### config.mk
export PLATFORM = sky130hd
export DESIGN_NAME = led_override_mux_flat
export DESIGN_NICKNAME = d
export VERILOG_FILES = /design/src/rtl/led_override_mux_if.sv /design/src/rtl/led_override_mux.sv /design/src/flat_wrapper.sv
export SDC_FILE = /design/constraint.sdc
export NUM_CORES = 1
export LEC_CHECK = 0
export ABC_AREA = 1
export BUFFER_PORTS_ARGS = -buffer_cell sky130_fd_sc_hd__buf_2
export CAP_MARGIN = 30
export CORE_MARGIN = 4
export CORE_UTILIZATION = 35
export CTS_CLUSTER_DIAMETER = 40
export CTS_CLUSTER_SIZE = 28
export DETAILED_ROUTE_END_ITERATION = 12
export GPL_ROUTABILITY_DRIVEN = 0
export HOLD_SLACK_MARGIN = 0.05
export REMOVE_ABC_BUFFERS = 1
export SLEW_MARGIN = 20
export SYNTH_ARGS = -nofsm -noshare
export SYNTH_HDL_FRONTEND = slang
export SYNTH_SLANG_ARGS = --single-unit
### constraint.sdc
create_clock -name clk -period 2.6 [get_ports clk]
set_input_delay 0.52 -clock clk [delete_from_list [all_inputs] [get_ports clk]]
set_output_delay 0.52 -clock clk [all_outputs]
set_load 0.005 [all_outputs]
### src/rtl/led_override_mux_if.sv
// Signal bundle between the housekeeping/sequencer side and the LED output
// stage. The master modport is whoever drives the requests (the sequencer
// and housekeeping registers). The slave modport is the output stage itself.
interface led_override_mux_if #(
    parameter int PWM_BITS = 4
);
    logic [7:0]          hk_led_i;
    logic [PWM_BITS-1:0] hk_dim_i;
    logic                ovr_drive_i;
    logic [7:0]          ovr_data_i;
    logic                ovr_enable_i;
    logic                cnt_clr_i;
    logic [7:0]          led_o;
    logic                ovr_active_o;
    logic [7:0]          ovr_count_o;

    modport master (
        output hk_led_i,
        output hk_dim_i,
        output ovr_drive_i,
        output ovr_data_i,
        output ovr_enable_i,
        output cnt_clr_i,
        input  led_o,
        input  ovr_active_o,
        input  ovr_count_o
    );

    modport slave (
        input  hk_led_i,
        input  hk_dim_i,
        input  ovr_drive_i,
        input  ovr_data_i,
        input  ovr_enable_i,
        input  cnt_clr_i,
        output led_o,
        output ovr_active_o,
        output ovr_count_o
    );
endinterface

### src/rtl/led_override_mux.sv
// LED output stage. It shows the PWM-dimmed housekeeping pattern in normal
// operation. An enabled override request from the sequencer takes over the
// LEDs at full brightness. After the request drops, the last override pattern
// stays visible for HOLD_CYCLES. Override episodes are counted for software.
// Every output is registered.
module led_override_mux #(
    parameter int unsigned HOLD_CYCLES = 125_000_000,
    parameter int          HOLD_W      = 27,
    parameter int          PWM_BITS    = 4
) (
    input  logic                     clk,
    input  logic                     resetn,
    led_override_mux_if.slave        bus
);

    typedef enum logic [1:0] {
        NORMAL = 2'd0,
        ALERT  = 2'd1,
        HOLD   = 2'd2
    } state_t;

    // Reload value for the hold counter. The counter runs down to zero, so
    // HOLD_CYCLES-1 plus the entry cycle gives exactly HOLD_CYCLES cycles.
    localparam logic [HOLD_W-1:0] HOLD_LOAD = HOLD_W'(HOLD_CYCLES - 1);

    state_t              state;
    state_t              state_next;
    logic [PWM_BITS-1:0] pwm_ctr;
    logic [HOLD_W-1:0]   hold_ctr;
    logic [HOLD_W-1:0]   hold_next;
    logic [7:0]          last_ovr;
    logic [7:0]          last_next;
    logic [7:0]          led_reg;
    logic [7:0]          led_next;
    logic                active_reg;
    logic [7:0]          count_reg;
    logic [7:0]          count_next;
    logic                count_inc;
    logic [7:0]          normal_led;

    // Dimmed housekeeping pattern. It is lit while the free-running counter
    // (before its increment) is at or below the brightness setting.
    always_comb begin
        normal_led = 8'h00;
        if (pwm_ctr <= bus.hk_dim_i) begin
            normal_led = bus.hk_led_i;
        end
    end

    // Next state, next LED value and override bookkeeping, evaluated in priority order
    always_comb begin
        state_next = state;
        led_next   = normal_led;
        last_next  = last_ovr;
        hold_next  = hold_ctr;
        count_inc  = 1'b0;

        case (state)
            NORMAL: begin
                if (bus.ovr_drive_i && bus.ovr_enable_i) begin
                    state_next = ALERT;
                    led_next   = bus.ovr_data_i;
                    last_next  = bus.ovr_data_i;
                    count_inc  = 1'b1;
                end
            end

            ALERT: begin
                if (!bus.ovr_enable_i) begin
                    state_next = NORMAL;
                end else if (bus.ovr_drive_i) begin
                    led_next  = bus.ovr_data_i;
                    last_next = bus.ovr_data_i;
                end else begin
                    state_next = HOLD;
                    hold_next  = HOLD_LOAD;
                    led_next   = last_ovr;
                end
            end

            HOLD: begin
                if (!bus.ovr_enable_i) begin
                    state_next = NORMAL;
                end else if (bus.ovr_drive_i) begin
                    state_next = ALERT;
                    led_next   = bus.ovr_data_i;
                    last_next  = bus.ovr_data_i;
                end else if (hold_ctr == '0) begin
                    state_next = NORMAL;
                end else begin
                    hold_next = hold_ctr - 1'b1;
                    led_next  = last_ovr;
                end
            end

            default: begin
                state_next = NORMAL;
            end
        endcase
    end

    // Episode counter. It saturates at all-ones. A clear that coincides with a
    // new entry still counts that entry.
    always_comb begin
        count_next = count_reg;
        if (bus.cnt_clr_i) begin
            count_next = count_inc ? 8'd1 : 8'd0;
        end else if (count_inc && (count_reg != 8'hFF)) begin
            count_next = count_reg + 8'd1;
        end
    end

    // State register and all output registers, cleared by synchronous active-low reset
    always_ff @(posedge clk) begin
        if (!resetn) begin
            state      <= NORMAL;
            pwm_ctr    <= '0;
            hold_ctr   <= '0;
            last_ovr   <= 8'h00;
            led_reg    <= 8'h00;
            active_reg <= 1'b0;
            count_reg  <= 8'h00;
        end else begin
            state      <= state_next;
            pwm_ctr    <= pwm_ctr + 1'b1;
            hold_ctr   <= hold_next;
            last_ovr   <= last_next;
            led_reg    <= led_next;
            active_reg <= (state_next != NORMAL);
            count_reg  <= count_next;
        end
    end

    assign bus.led_o        = led_reg;
    assign bus.ovr_active_o = active_reg;
    assign bus.ovr_count_o  = count_reg;

endmodule

### src/flat_wrapper.sv
// flat-port wrapper written by rule: the top's interface ports become plain ports
module led_override_mux_flat 
#(
    parameter int unsigned HOLD_CYCLES = 125_000_000,
    parameter int          HOLD_W      = 27,
    parameter int          PWM_BITS    = 4
)
  (clk, resetn, bus_hk_led_i, bus_hk_dim_i, bus_ovr_drive_i, bus_ovr_data_i, bus_ovr_enable_i, bus_cnt_clr_i, bus_led_o, bus_ovr_active_o, bus_ovr_count_o);
  led_override_mux_if #(.PWM_BITS(PWM_BITS)) bus_i ();
  input  logic clk;
  input  logic resetn;
  input wire logic [$bits(bus_i.hk_led_i)-1:0] bus_hk_led_i;
  input wire logic [$bits(bus_i.hk_dim_i)-1:0] bus_hk_dim_i;
  input wire logic [$bits(bus_i.ovr_drive_i)-1:0] bus_ovr_drive_i;
  input wire logic [$bits(bus_i.ovr_data_i)-1:0] bus_ovr_data_i;
  input wire logic [$bits(bus_i.ovr_enable_i)-1:0] bus_ovr_enable_i;
  input wire logic [$bits(bus_i.cnt_clr_i)-1:0] bus_cnt_clr_i;
  output wire logic [$bits(bus_i.led_o)-1:0] bus_led_o;
  output wire logic [$bits(bus_i.ovr_active_o)-1:0] bus_ovr_active_o;
  output wire logic [$bits(bus_i.ovr_count_o)-1:0] bus_ovr_count_o;
  assign bus_i.hk_led_i = bus_hk_led_i;
  assign bus_i.hk_dim_i = bus_hk_dim_i;
  assign bus_i.ovr_drive_i = bus_ovr_drive_i;
  assign bus_i.ovr_data_i = bus_ovr_data_i;
  assign bus_i.ovr_enable_i = bus_ovr_enable_i;
  assign bus_i.cnt_clr_i = bus_cnt_clr_i;
  assign bus_led_o = bus_i.led_o;
  assign bus_ovr_active_o = bus_i.ovr_active_o;
  assign bus_ovr_count_o = bus_i.ovr_count_o;
  led_override_mux #(.HOLD_CYCLES(HOLD_CYCLES), .HOLD_W(HOLD_W), .PWM_BITS(PWM_BITS)) u_core (.clk(clk), .resetn(resetn), .bus(bus_i));
endmodule
; Word level (Yosys, flattened, before mapping)
; Cells that the tools add are included.
[totals]
latch_bits = 0
regBits = 58
mem_count = 0
romBits = 0
mem_bits_rw = 0
[classes]
n_mux = 29
eq_ne = 10
order_cmp = 1
reduce_logical = 11
n_shift = 0
n_div = 0
addsub = 3
bitwise_logic = 0
multipliers = 0
[ops]
columns = operator, n
row1 = $mux 27, 5
row2 = $mux 8, 11
row3 = $pmux 27 s2, 1
row4 = $logic_not 27->1, 1
row5 = $sub 27x1->27 const B, 1
row6 = $pmux 8 s3, 1
row7 = $pmux 8 s2, 1
row8 = $mux 2, 6
row9 = $ne 2x2->1 const B, 5
row10 = $add 8x1->8 const B, 1
row11 = $ne 8x8->1 const B, 1
row12 = $reduce_bool 2->1, 4
row13 = $pmux 2 s3, 1
row14 = $reduce_and 6->1, 1
row15 = $add 4x1->4 const B, 1
row16 = $le 4x4->1, 1
row17 = $ne 2x1->1 const B, 2
row18 = $mux 1, 3
row19 = $reduce_and 3->1, 1
row20 = $eq 2x1->1 const B, 1
row21 = $eq 2x2->1 const B, 1
row22 = $logic_and 1x1->1, 2
row23 = $logic_not 2->1, 1
row24 = $reduce_or 2->1, 1

; Depth between registers and ports, before layout
; Gate-level depths: netlist of the first run.
[depth]
depth_word = 6
ltp_mapped = 12

; Worst setup path after synthesis of the first run
; Ideal clock, no wire load.
[synth_path]
path_type = input-to-reg
startpoint = in bus_hk_dim_i[3]
endpoint = reg u_core.led_reg[5], in the netlist u_core.bus.led_o[5]
path_buffers = 1
t_required_ns = 2.530
setup_slack_ns = 0.717
arrival_time_ns = 1.812
setup_time_ns = 0.070
path_stages = 10
cell_sequence = inv_1 > ha_1 > a21oi_1 > o21ai_0 > nand2_1 > clkbuf_1 > nand2_1 > o32ai_1 > inv_1 > a21oi_1
[synth_via]
elab_chain_cells = 6
elab_cells_between_ends = 8
[synth_rtl]
columns = item, line_no
row1 = start: declaration, flat_wrapper.sv:13  ; input wire logic [$bits(bus_i.hk_dim_i)-1:0] bus_hk_dim_i;
row2 = $le 4x4->1 (*), led_override_mux.sv:45  ; if (pwm_ctr <= bus.hk_dim_i) begin
row3 = $mux 8 (*), led_override_mux.sv:45
row4 = $mux 8, led_override_mux.sv:88  ; end else if (hold_ctr == '0) begin
row5 = $mux 8, led_override_mux.sv:84  ; end else if (bus.ovr_drive_i) begin
row6 = $mux 8, led_override_mux.sv:82  ; if (!bus.ovr_enable_i) begin
row7 = $pmux 8 s3 (*), led_override_mux.sv:58  ; case (state)
row8 = end signal: assignment, led_override_mux.sv:128  ; led_reg <= led_next;
row9 = end: declaration, led_override_mux.sv:33  ; logic [7:0] led_reg;
; Every way passes the cells marked *; elsewhere a longest branch is shown, timed or not.
; A chain may end at the register's enable or synchronous reset.

; Worst setup path after layout of the first run
[layout_path]
startpoint = reg u_core.state[1]
endpoint = reg u_core.hold_ctr[6]
[layout_via]
elab_chain_cells = 3
elab_cells_between_ends = 10
[layout_rtl]
columns = item, line_no
row1 = start: declaration, led_override_mux.sv:26  ; state_t state;
row2 = start signal: assignment, led_override_mux.sv:124  ; state <= state_next;
row3 = $eq 2x2->1 / $eq 2x1->1 (equally long branches), led_override_mux.sv:58
row4 = $ne 2x2->1 (no line) / $reduce_bool 2->1 (equally long branches), n/a
row5 = $reduce_and 6->1 (no line), n/a
row6 = end signal: assignment, led_override_mux.sv:126  ; hold_ctr <= hold_next;
row7 = end: declaration, led_override_mux.sv:29  ; logic [HOLD_W-1:0] hold_ctr;
; Several ways; a longest one is shown, not always the timed one.

==> out/metrics.yaml, run 1 <==
job:
  maxCapViolCount: 0
critical_path:
  reg2reg_setup_slack_ns: 0.46
  crit_arrival_ns: 2.35
  critical_path_class: "register to register"
  required_time_reported_for_the_critical_path_endpoint_ns: 2.82
  setup.worst_path.end_class: "register"
  critPathMaxFanout: 30
  worst_setup_path_start_kind: "register"
cells_and_area:
  final_area_sq_um: 4050
  fillerInstances: 1074
  multi_input_area_sq_um: 2030
  postLayoutCoreUtil_pct: 41.3
  layoutNonFillerInstCount: 719
  num_antenna_cells: 0
  nets: 618
  drive_above_1_share_pct: 13.7
  sequential_cell_area_sq_um: 1160
  area_growth_syn_to_layout_pct: 14.6
outcome:
  outcome: "complete, no violations"
synth:
  synthSimpleGateAreaFrac_pct: 30.3
  multiplexer_share_of_the_synthesized_area_pct: 0
  synthCells: 543
  synth.yosys.warnings: 0
  synth.ff_latch_count: 58
  synthesized_area_fraction_occupied_by_ao_oa_aoi_and_oai_cells_pct: 18.3
  yosys.area_share.adder_pct: 3.89
  postSynth.topFlopCell: "sky130_fd_sc_hd__dfxtp_1"
  synth.avg_cell_area_sq_um: 6.52
  synth_async_sr_flop_share_pct: 0
  xor_xnor_share_of_the_synthesized_area_pct: 4.95
  synth-edff-count: 0
  yosysSeqAreaShare_pct: 32.8
  netlist-cell-type-count: 36
  synth_top_family_by_area: "simple AND/OR/NAND/NOR gates"
  netlist_area_sq_um: 3540
cts:
  clk_latency_ns: 0.34
  cts.htree.levels: 3
  tritoncts: "yes"
  clk_pin_slew_ns: 0.08
  cts-hold-fix-buffers: 0
  clock_path_buffers: 2
  cts_post_setup_buffers_inserted: 0
  clock_sink_count: 58
  tritoncts.num_buffers: 9
  cts-resized-gates: 0
  ctsRootBufferMaster: "sky130_fd_sc_hd__clkbuf_8"
detailed_routing:
  routed_wire_length_per_instance_microns: 12.7
  drt_pass1_iterations: 4
  detail_route.iter0.violations: 141
  detail-route-antenna-nets: 0
  drc_errors: 0
  routed_wl_mm: 9.17
  post_drt_via_cell_ratio: 4.98
  num_vias: 3579
pwr:
  power_density_nw_per_um2: 673
  p_total_mw: 2.73
  power.leakage_nw: 1.92
  vdd_drop_max_uv: 253
timing:
  final-max-slew-violation-count: 0
  grt_setup_unrepaired: "false"
  timing.max_slew.rel_slack_pct: 55.7
  final-hold-violation-count: 0
  setup_viol_count_final: 0
  fin_crit_sh_pct: 82.1
  min_hold_slack_ns: 0.455
  worst-slew-pin-transition_ns: 0.661
  fin_setup_tns_ns: 0
  fmaxAchievable_mhz: 468
  setup_ws_ns: 0.465
  clock_skew_ns: 0.0161
  final_period_minus_worst_setup_slack_ns: 2.14
floorplanning:
  row_count: 36
  start_util_pct: 36.0
  die_h_microns: 109
  die-area_sq_um: 11800
  floorplan.core_area_sq_um: 9820
  die-width_microns: 109
  ioPinCount: 42
grt:
  grt_start_max_net_pins: 33
  grt.overflow.total: 0
  grt_util_all_layers_pct: 16.2
  grt_antenna_before_repair: 0
  grt_pass1_wl_mm: 15.4
  grt_pass1_vias: 3374
placement:
  placed_area_sq_um: 3850
  post-dp-hpwl_mm: 6.60
  place_inst: 704
  preCtsSetupSlack_ns: 0.482
  port_buffer_count: 41
worst_hold_path:
  min_path_type: "register to register"
[critical path, stage by stage (launching register included)]
cell                       delay, ns
sky130_fd_sc_hd__dfxtp_1        0.37
sky130_fd_sc_hd__inv_1          0.10
sky130_fd_sc_hd__ha_1           0.27
sky130_fd_sc_hd__inv_1          0.15
sky130_fd_sc_hd__a211oi_2       0.29
sky130_fd_sc_hd__nand2_1        0.17
sky130_fd_sc_hd__nand2_4        0.11
sky130_fd_sc_hd__buf_4          0.29
sky130_fd_sc_hd__and3_1         0.22
sky130_fd_sc_hd__nor3_2         0.04
[Yosys cell counts, types with 2 or more instances]
cell / instances / area, sq um
sky130_fd_sc_hd__dfxtp_1: 58 / 1160
sky130_fd_sc_hd__nand2_1: 135 / 507
sky130_fd_sc_hd__ha_1: 11 / 138
sky130_fd_sc_hd__buf_6: 3 / 33.8
sky130_fd_sc_hd__nand3_1: 25 / 125
sky130_fd_sc_hd__inv_2: 3 / 11.3
sky130_fd_sc_hd__o211ai_1: 2 / 15.0
sky130_fd_sc_hd__nor3_1: 2 / 10.0
sky130_fd_sc_hd__clkbuf_1: 9 / 33.8
sky130_fd_sc_hd__nand2_2: 3 / 18.8
sky130_fd_sc_hd__xor2_1: 11 / 96.3
sky130_fd_sc_hd__a21o_1: 2 / 15.0
sky130_fd_sc_hd__buf_4: 3 / 22.5
sky130_fd_sc_hd__inv_1: 58 / 218
sky130_fd_sc_hd__a31oi_1: 4 / 25.0
sky130_fd_sc_hd__nor2_1: 68 / 255
sky130_fd_sc_hd__buf_1: 2 / 7.51
sky130_fd_sc_hd__xnor2_1: 9 / 78.8
sky130_fd_sc_hd__o21ai_1: 3 / 15.0
sky130_fd_sc_hd__o32ai_1: 8 / 70.1
sky130_fd_sc_hd__a21oi_1: 58 / 290
sky130_fd_sc_hd__buf_2: 2 / 10.0
sky130_fd_sc_hd__nand4_1: 11 / 68.8
sky130_fd_sc_hd__nor3_2: 2 / 20.0
sky130_fd_sc_hd__nor2_2: 5 / 31.3
sky130_fd_sc_hd__o21ai_0: 36 / 180
[placed cells by master (no fill, tap or decap), drive strengths merged]
cell / synthesis / layout
a211oi: 1 / 1
a21o: 2 / 2
a21oi: 58 / 58
a31oi: 4 / 4
and3: 1 / 1
buf: 10 / 47
bufinv: 0 / 2
clkbuf: 9 / 9
clkinv: 2 / 5
clkinvlp: 0 / 1
dfxtp: 58 / 58
ha: 11 / 11
inv: 61 / 61
nand2: 139 / 139
nand3: 25 / 25
nand3b: 1 / 1
nand4: 11 / 11
nor2: 74 / 74
nor3: 4 / 4
o211ai: 2 / 2
o21a: 1 / 1
o21ai: 40 / 40
o31ai: 1 / 1
o32ai: 8 / 8
xnor2: 9 / 9
xor2: 11 / 11
[worst paths after layout]
| kind | start | endpoint | cells past startpoint |
|---|---|---|---|
| setup reg to reg | u_core.state[1] | u_core.hold_ctr[6] | 9 |
| hold reg to reg | u_core.last_ovr[7] | u_core.last_ovr[7] | 2 |
| hold / removal | u_core.last_ovr[7] | u_core.last_ovr[7] | 2 |
| setup / recovery | u_core.state[1] | u_core.hold_ctr[6] | 9 |
[cell families (layout without fill, tap and decap cells)]
logic type                 count (synthesis)  count (layout)
xor gates and xnor gates                  20              20
DFF                                       58              58
and+or+nand+nor                          255             255
buffers and inverters                     82             125
AOI/OAI and AO/OA                        117             117
adders and majority gates                 11              11
[registers in the layout, summed over array words and instances (netlist names)]
register,count
u_core.bus.ovr_active_o,1
u_core.bus.led_o,8
u_core.hold_ctr,27
u_core.pwm_ctr,4
u_core.state,2
u_core.bus.ovr_count_o,8
u_core.last_ovr,8
[area by class of cell]
type / count / area share [%]
Clock buffer: 9 / 3.06
Clock inverter: 6 / 2.04
Inverter: 63 / 5.86
Multi-Input combinational cell: 403 / 50.1
Sequential cell: 58 / 28.6
Tap cell: 133 / 4.10
Timing Repair Buffer: 47 / 6.17
[layer usage]
layer	vias up	wire length, microns	GRT usage, %
met3	7	411	4.12
li1	1844	-	-
met2	75	4360	27.8
met4	0	106	5.05
met1	1653	4290	19.9
met5	-	0	0
[report_power, final]
part / leakage, nW / internal (mW) / switching, mW / total (mW)
registers: 0.473 / 0.952 / 0.0471 / 1.00
logic: 1.34 / 0.305 / 0.513 / 0.818
clock network: 0.105 / 0.529 / 0.380 / 0.910
No activity file was read; power rests on OpenSTA's default activity.
==> inputs of run 2 (changes only) <==
==> constraint.sdc (replaced) <==
create_clock -name clk -period 1.8 [get_ports clk]
set_input_delay 0.36 -clock clk [delete_from_list [all_inputs] [get_ports clk]]
set_output_delay 0.36 -clock clk [all_outputs]
set_load 0.005 [all_outputs]
==> run 2 against run 1 <==
  * Combinational power up 75%
  * Critical path depth up 3
  * Sequential share of layout area down 3.3 points
  * Utilization up 5.5 points
  * Via count up 5.6%
  * Sequential power up 43%
  * Final cell count up 7.5%
  * Flip-flop and latch count unchanged
  * Hold slack worse by 0.15 ns
  * Global-route usage up 1.3 points
  * Total power up 54%
  * Critical path type unchanged
  * Largest cell class unchanged
  * Largest power group unchanged
==> out/metrics.yaml, run 2 (synthesis gave the netlist of run 1 again) <==
outcome:
  outcome: "complete, no violations"  # unchanged
critical_path:
  timing.rr.end: "u_core.bus.ovr_count_o[3]"  # was u_core.hold_ctr[6]
  crit_arrival_ns: 1.93  # was 2.35 ns
  worst_setup_path_start_kind: "register"  # unchanged
  timing.critical_path.from: "u_core.bus.ovr_count_o[0]"  # was u_core.state[1]
  critical_path_class: "register to register"  # unchanged
  critPathMaxFanout: 6  # was 30
  critical_path.reg2reg.startpoint: "u_core.bus.ovr_count_o[0]"  # was u_core.state[1]
  setup_crit_end: "u_core.bus.ovr_count_o[3]"  # was u_core.hold_ctr[6]
  rr_worst_depth: 12  # was 9
  required_time_reported_for_the_critical_path_endpoint_ns: 2.03  # was 2.82 ns
  reg2reg_setup_slack_ns: 0.10  # was 0.46 ns
  setup.worst_path.end_class: "register"  # unchanged
detailed_routing:
  drc_errors: 0  # unchanged
  num_vias: 3779  # was 3579
  detail-route-antenna-nets: 0  # unchanged
  drt_pass1_iterations: 4  # unchanged
  post_drt_via_cell_ratio: 4.89  # was 4.98
  routed_wl_mm: 9.64  # was 9.17 mm
  routed_wire_length_per_instance_microns: 12.5  # was 12.7 microns
  detail_route.iter0.violations: 149  # was 141
grt:
  grt.overflow.total: 0  # unchanged
  grt_antenna_before_repair: 0  # unchanged
  grt_util_all_layers_pct: 17.6  # was 16.2%
  grt_pass1_wl_mm: 16.6  # was 15.4 mm
  grt_pass1_vias: 3615  # was 3374
  grt_start_max_net_pins: 25  # was 33
pwr:
  vdd_drop_max_uv: 484  # was 253 uV
  power_density_nw_per_um2: 916  # was 673 nW/um^2
  power.leakage_nw: 2.20  # was 1.92 nW
job:
  maxCapViolCount: 0  # unchanged
placement:
  preCtsSetupSlack_ns: -0.134  # was 0.482 ns
  post-dp-hpwl_mm: 7.17  # was 6.60 mm
  port_buffer_count: 41  # unchanged
timing:
  setup_viol_count_final: 0  # unchanged
  min_hold_slack_ns: 0.301  # was 0.455 ns
  final-max-slew-violation-count: 0  # unchanged
  final_period_minus_worst_setup_slack_ns: 1.70  # was 2.14 ns
  final-hold-violation-count: 0  # unchanged
  fin_crit_sh_pct: 94.3  # was 82.1%
  clock_skew_ns: 0.0172  # was 0.0161 ns
  fmaxAchievable_mhz: 589  # was 468 MHz
  setup_ws_ns: 0.103  # was 0.465 ns
  timing.max_slew.rel_slack_pct: 73.6  # was 55.7%
  fin_setup_tns_ns: 0  # unchanged
  worst-slew-pin-transition_ns: 0.397  # was 0.661 ns
cts:
  clk_latency_ns: 0.35  # was 0.34 ns
  clock_sink_count: 58  # unchanged
  ctsRootBufferMaster: "sky130_fd_sc_hd__clkbuf_8"  # unchanged
  clk_pin_slew_ns: 0.08  # about the same
  cts-hold-fix-buffers: 0  # unchanged
  tritoncts.num_buffers: 9  # unchanged
  clock_path_buffers: 2  # unchanged
  tritoncts: "yes"  # unchanged
  cts.htree.levels: 3  # unchanged
cells_and_area:
  drive_above_1_share_pct: 24.2  # was 13.7%
  mostFrequentLayoutCell: "sky130_fd_sc_hd__nand2_1"  # unchanged
  max_ffs_per_register: 27  # unchanged
  fillerInstances: 1057  # was 1074
  num_antenna_cells: 0  # unchanged
  nets: 671  # was 618
  area_growth_syn_to_layout_pct: 29.8  # was 14.6%
  layout_common_cells: "sky130_fd_sc_hd__nand2_1 (129), sky130_fd_sc_hd__nor2_1 (61), sky130_fd_sc_hd__inv_1 (57), sky130_fd_sc_hd__a21oi_1 (57), sky130_fd_sc_hd__dfxtp_1 (54)"  # was sky130_fd_sc_hd__nand2_1 (135), sky130_fd_sc_hd__nor2_1 (68), sky130_fd_sc_hd__inv_1 (58), sky130_fd_sc_hd__a21oi_1 (58), sky130_fd_sc_hd__dfxtp_1 (58)
  max_flop_register: "u_core.hold_ctr"  # unchanged
floorplanning:
  die-width_microns: 109  # unchanged
  die-area_sq_um: 11800  # unchanged
  ioPinCount: 42  # unchanged
  die_h_microns: 109  # unchanged
  floorplan.core_area_sq_um: 9820  # unchanged
  row_count: 36  # unchanged
  start_util_pct: 36.0  # unchanged
worst_hold_path:
  min_path_type: "primary input to register"  # was register to register
## run 2: changes by cell type in the layout (fill, tap and decap cells not counted), sizes merged
| cell | delta |
|---|---|
| clkbuf | +1 |
| buf | +53 |
| clkinv | -3 |
| inv | +1 |
| clkinvlp | +2 |
## run 2: where the power goes
| group | total [mW] | switching [mW] | internal [mW] |
|---|---|---|---|
| sequential | 1.43 | 0.0574 | 1.38 |
| combinational | 1.43 | 0.816 | 0.611 |
| clock | 1.35 | 0.566 | 0.781 |
## run 2: critical path: stages, from the launching register on
cell	delay, ns
sky130_fd_sc_hd__dfxtp_2	0.36
sky130_fd_sc_hd__ha_4	0.14
sky130_fd_sc_hd__nand2_2	0.07
sky130_fd_sc_hd__nor2_4	0.13
sky130_fd_sc_hd__nand2_2	0.08
sky130_fd_sc_hd__nor2_4	0.14
sky130_fd_sc_hd__nand2_2	0.06
sky130_fd_sc_hd__o21ai_2	0.16
sky130_fd_sc_hd__nand2_2	0.12
sky130_fd_sc_hd__inv_2	0.10
sky130_fd_sc_hd__nor2_1	0.05
sky130_fd_sc_hd__o21ai_1	0.13
sky130_fd_sc_hd__nor2_1	0.05
## run 2: worst min-delay path by stage
stage / start / to / slack, ns / depth (start not counted)
after detailed placement: u_core.last_ovr[7] / u_core.last_ovr[7] / 0.45 / 2
after global routing: bus_ovr_data_i[2] / u_core.last_ovr[2] / 0.32 / 3
after global placement: u_core.last_ovr[1] / u_core.last_ovr[1] / 0.44 / 2
after floorplan: u_core.last_ovr[0] / u_core.last_ovr[0] / 0.43 / 2
after CTS: bus_ovr_data_i[2] / u_core.last_ovr[2] / 0.29 / 3
final: bus_ovr_data_i[7] / u_core.last_ovr[7] / 0.30 / 3
## run 2: cell type report
class                   instances  area, sq um  share of cell area (%)
clock buffers                  10          128                    2.78
well taps                     133          166                    3.62
repair buffers                100          697                    15.2
flip-flops and latches         58         1170                    25.4
multi-input cells             403         2110                    45.9
inverters                      63          238                    5.18
clock inverters                 6         91.3                    1.99
## run 2: layer usage
layer	GRT usage, %	up-vias	routed length (microns)	part of all wire, %
met5	0	-	0	0
met3	5.25	4	471	4.9
met4	4.15	0	44	0.46
met1	22.8	1738	4570	47
li1	-	1952	-	-
met2	28.6	85	4560	47
## run 2: timing repair
item | 4_1_cts | 5_1_grt
gates resized for setup | 1 | 30
setup endpoints to repair | 8 | 38
pin swaps | 0 | 11
buffers inserted | 0 | 11
## run 2: metrics by stage
stage	instance area, sq um	total power, mW	utilization, %	instances
2_1_floorplan	3430	2.34	-	524
3_3_place_gp	4190	2.78	42.6	746
5_1_grt	4590	4.51	46.8	773
6_report	4590	4.21	46.8	773
4_1_cts	4410	4.16	44.9	762
3_5_place_dp	4190	2.80	42.6	746
==> inputs of run 3 (changes only) <==
==> constraint.sdc (replaced) <==
create_clock -name clk -period 2 [get_ports clk]
set_input_delay 0.4 -clock clk [delete_from_list [all_inputs] [get_ports clk]]
set_output_delay 0.4 -clock clk [all_outputs]
set_load 0.005 [all_outputs]
==> run 3 against run 2 <==
  * Flip-flop and latch count is the same
  * Sequential share of layout area rose by 2.7 points
  * Critical endpoint is now u_core.hold_ctr[3]
  * Worst setup slack better by 0.083 ns
  * Hold slack gained 0.058 ns
  * Critical path depth down 3
  * Via count fell by 4.3%
  * Final area is 10% lower
==> out/metrics.yaml, run 3 (synthesis gave the netlist of run 1 again) <==
outcome:
  outcome: "complete, no violations"  # unchanged
timing:
  worst-slew-pin-transition_ns: 0.513  # was 0.397 ns
  final_period_minus_worst_setup_slack_ns: 1.81  # was 1.70 ns
  clock_skew_ns: 0.0123  # was 0.0172 ns
  fmaxAchievable_mhz: 551  # was 589 MHz
  min_hold_slack_ns: 0.358  # was 0.301 ns
  timing.max_slew.rel_slack_pct: 65.8  # was 73.6%
  final-max-slew-violation-count: 0  # unchanged
  fin_crit_sh_pct: 90.7  # was 94.3%
  final-hold-violation-count: 0  # unchanged
  setup_viol_count_final: 0  # unchanged
  setup_ws_ns: 0.186  # was 0.103 ns
detailed_routing:
  met3RoutedLength_microns: 470  # was 471 microns
  detail-route-antenna-nets: 0  # unchanged
  route.layer.met1.wl_mm: 4.19  # was 4.57 mm
  drt_pass1_iterations: 5  # was 4
  routed-wl-met2_mm: 4.40  # was 4.56 mm
  post_drt_via_cell_ratio: 4.94  # was 4.89
  detail_route.iter0.violations: 116  # was 149
  routed_wl_mm: 9.14  # was 9.64 mm
  num_vias: 3617  # was 3779
  routed_wire_length_per_instance_microns: 12.5  # about the same
  drc_errors: 0  # unchanged
  route.top_layer_used: "met4"  # unchanged
critical_path:
  crit_arrival_ns: 2.08  # was 1.93 ns
  critical-path-max-stage-delay_ns: 0.36  # about the same
  critical_path.reg2reg.startpoint: "u_core.state[1]"  # was u_core.bus.ovr_count_o[0]
  timing.critical_path.from: "u_core.state[1]"  # was u_core.bus.ovr_count_o[0]
  rr_worst_depth: 9  # was 12
  required_time_reported_for_the_critical_path_endpoint_ns: 2.27  # was 2.03 ns
  critPathMaxFanout: 30  # was 6
  critical-path-top-cell-by-count: "sky130_fd_sc_hd__inv_1"  # was sky130_fd_sc_hd__nand2_2
  timing.critical_path.buf_inv: 3  # was 1
  cp_cell_sequence: "inv_1 -> ha_1 -> inv_1 -> a211oi_2 -> nand2_1 -> nand2_4 -> buf_6 -> nand3b_1 -> a31oi_1"  # was ha_4 -> nand2_2 -> nor2_4 -> nand2_2 -> nor2_4 -> nand2_2 -> o21ai_2 -> nand2_2 -> inv_2 -> nor2_1 -> o21ai_1 -> nor2_1
  worst_setup_path_start_kind: "register"  # unchanged
  critical_path_class: "register to register"  # unchanged
  critical-path-slowest-cell: "sky130_fd_sc_hd__dfxtp_1"  # was sky130_fd_sc_hd__dfxtp_2
  timing.rr.end: "u_core.hold_ctr[3]"  # was u_core.bus.ovr_count_o[3]
  reg2reg_setup_slack_ns: 0.19  # was 0.10 ns
  setup.worst_path.end_class: "register"  # unchanged
  worst_path_dominant_cell_family: "simple AND/OR/NAND/NOR gates"  # unchanged
floorplanning:
  die-width_microns: 109  # unchanged
  ioPinCount: 42  # unchanged
  start_util_pct: 36.0  # unchanged
  die-area_sq_um: 11800  # unchanged
  row_count: 36  # unchanged
  floorplan.core_area_sq_um: 9820  # unchanged
  die_h_microns: 109  # unchanged
pwr:
  internal_power_mw: 2.19  # was 2.77 mW
  power.leakage_nw: 1.97  # was 2.20 nW
  power_density_nw_per_um2: 824  # was 916 nW/um^2
  p_sw_share_pct: 35.7  # was 34.2%
  share_clk_of_total_power_pct: 28.7  # was 32.0%
  fraction_of_power_consumed_by_combinational_cells_pct: 33.1  # was 33.9%
  vdd_drop_max_uv: 365  # was 484 uV
  power.net_switching_mw: 1.22  # was 1.44 mW
  seq_power_share_pct: 38.1  # was 34.1%
cts:
  clk_pin_slew_ns: 0.07  # was 0.08 ns
  clk_latency_ns: 0.34  # was 0.35 ns
  ctsRootBufferMaster: "sky130_fd_sc_hd__clkbuf_8"  # unchanged
  tritoncts.num_buffers: 9  # unchanged
  clock_path_buffers: 2  # unchanged
  cts.htree.levels: 3  # unchanged
  clock_sink_count: 58  # unchanged
  tritoncts: "yes"  # unchanged
job:
  maxCapViolCount: 0  # unchanged
grt:
  grt_util_all_layers_pct: 16.7  # was 17.6%
  grt_pass1_vias: 3498  # was 3615
  grt_pass1_wl_mm: 16.0  # was 16.6 mm
  grt_start_max_net_pins: 38  # was 25
  grt_antenna_before_repair: 0  # unchanged
  grt.overflow.total: 0  # unchanged
worst_hold_path:
  holdPathStages: 3  # unchanged
  hold_path.startpoint: "bus_ovr_data_i[2]"  # was bus_ovr_data_i[7]
  min_path_type: "primary input to register"  # unchanged
  worst_hold_path.endpoint: "u_core.last_ovr[2]"  # was u_core.last_ovr[7]
cells_and_area:
  layout_common_cells: "sky130_fd_sc_hd__nand2_1 (135), sky130_fd_sc_hd__nor2_1 (68), sky130_fd_sc_hd__inv_1 (58), sky130_fd_sc_hd__a21oi_1 (58), sky130_fd_sc_hd__dfxtp_1 (57)"  # was sky130_fd_sc_hd__nand2_1 (129), sky130_fd_sc_hd__nor2_1 (61), sky130_fd_sc_hd__inv_1 (57), sky130_fd_sc_hd__a21oi_1 (57), sky130_fd_sc_hd__dfxtp_1 (54)
  nets: 631  # was 671
  mostFrequentLayoutCell: "sky130_fd_sc_hd__nand2_1"  # unchanged
  fillerInstances: 1078  # was 1057
  final_area_sq_um: 4130  # was 4590 sq um
  area_growth_syn_to_layout_pct: 16.8  # was 29.8%
  num_antenna_cells: 0  # unchanged
  max_flop_register: "u_core.hold_ctr"  # unchanged
  max_ffs_per_register: 27  # unchanged
  drive_above_1_share_pct: 15.7  # was 24.2%
placement:
  post-dp-hpwl_mm: 6.67  # was 7.17 mm
  port_buffer_count: 41  # unchanged
  preCtsSetupSlack_ns: 0.106  # was -0.134 ns
  placed_area_sq_um: 3960  # was 4190 sq um
run 3: cell types whose count changed in the layout (fill, tap and decap cells not counted), sizes merged:
cell      previous run  this run
inv                 62        63
clkbuf              10        12
buf                100        60
bufinv               2         0
clkinv               2         3
clkinvlp             3         0
run 3: area by class of cell:
cell class,instances,area [sq um],share of cell area [%]
flip-flops and latches,58,1160,28.1
inverters,63,239,5.78
clock buffers,12,155,3.75
repair buffers,60,364,8.81
multi-input cells,403,2030,49.2
clock inverters,3,15.0,0.363
well taps,133,166,4.03
run 3: layer usage:
metal,up-vias,global-route usage (%)
li1,1873,-
met1,1640,20.9
met2,96,28.9
met3,8,3.88
met4,0,3.79
met5,-,0
run 3: worst max path at each step:
stage | to | slack (ns) | depth (start not counted)
after floorplan | u_core.hold_ctr[10] | -0.08 | 8
after global placement | u_core.bus.led_o[5] | 0.18 | 7
after detailed placement | u_core.bus.led_o[3] | 0.11 | 7
after CTS | u_core.bus.led_o[3] | 0.08 | 8
after global routing | u_core.hold_ctr[2] | -0.002 | 9
final | u_core.hold_ctr[3] | 0.19 | 9
run 3: power groups by stage:
stage               sequential (mW)  clock [mW]  combinational (mW)
floorplan                      1.31           0               0.790
global placement               1.32           0                1.11
detailed placement             1.32           0                1.12
CTS                            1.30        1.01                1.13
global route                   1.31        1.05                1.28
finish                         1.30       0.979                1.13
run 3: through the flow:
stage	utilization [%]	TNS (ns)	std cells	power (mW)
after floorplan	-	-1.80	524	2.10
after global placement	40.3	0	717	2.44
after detailed placement	40.3	0	717	2.45
after CTS	42.0	0	732	3.43
after global routing	42.1	-0.00160	732	3.65
final	42.1	0	732	3.41
run 3: timing repair:
action / 4_1_cts / 5_1_grt
endpoints found under the setup margin: 0 / 35
resized for setup: 0 / 4
buffers inserted: 0 / 0
hold buffers: 0 / 0
run 3: tightest hold or removal path, stage by stage:
cell,delay (ns)
sky130_fd_sc_hd__buf_2,0.09
sky130_fd_sc_hd__o21ai_0,0.07
sky130_fd_sc_hd__a21oi_1,0.10
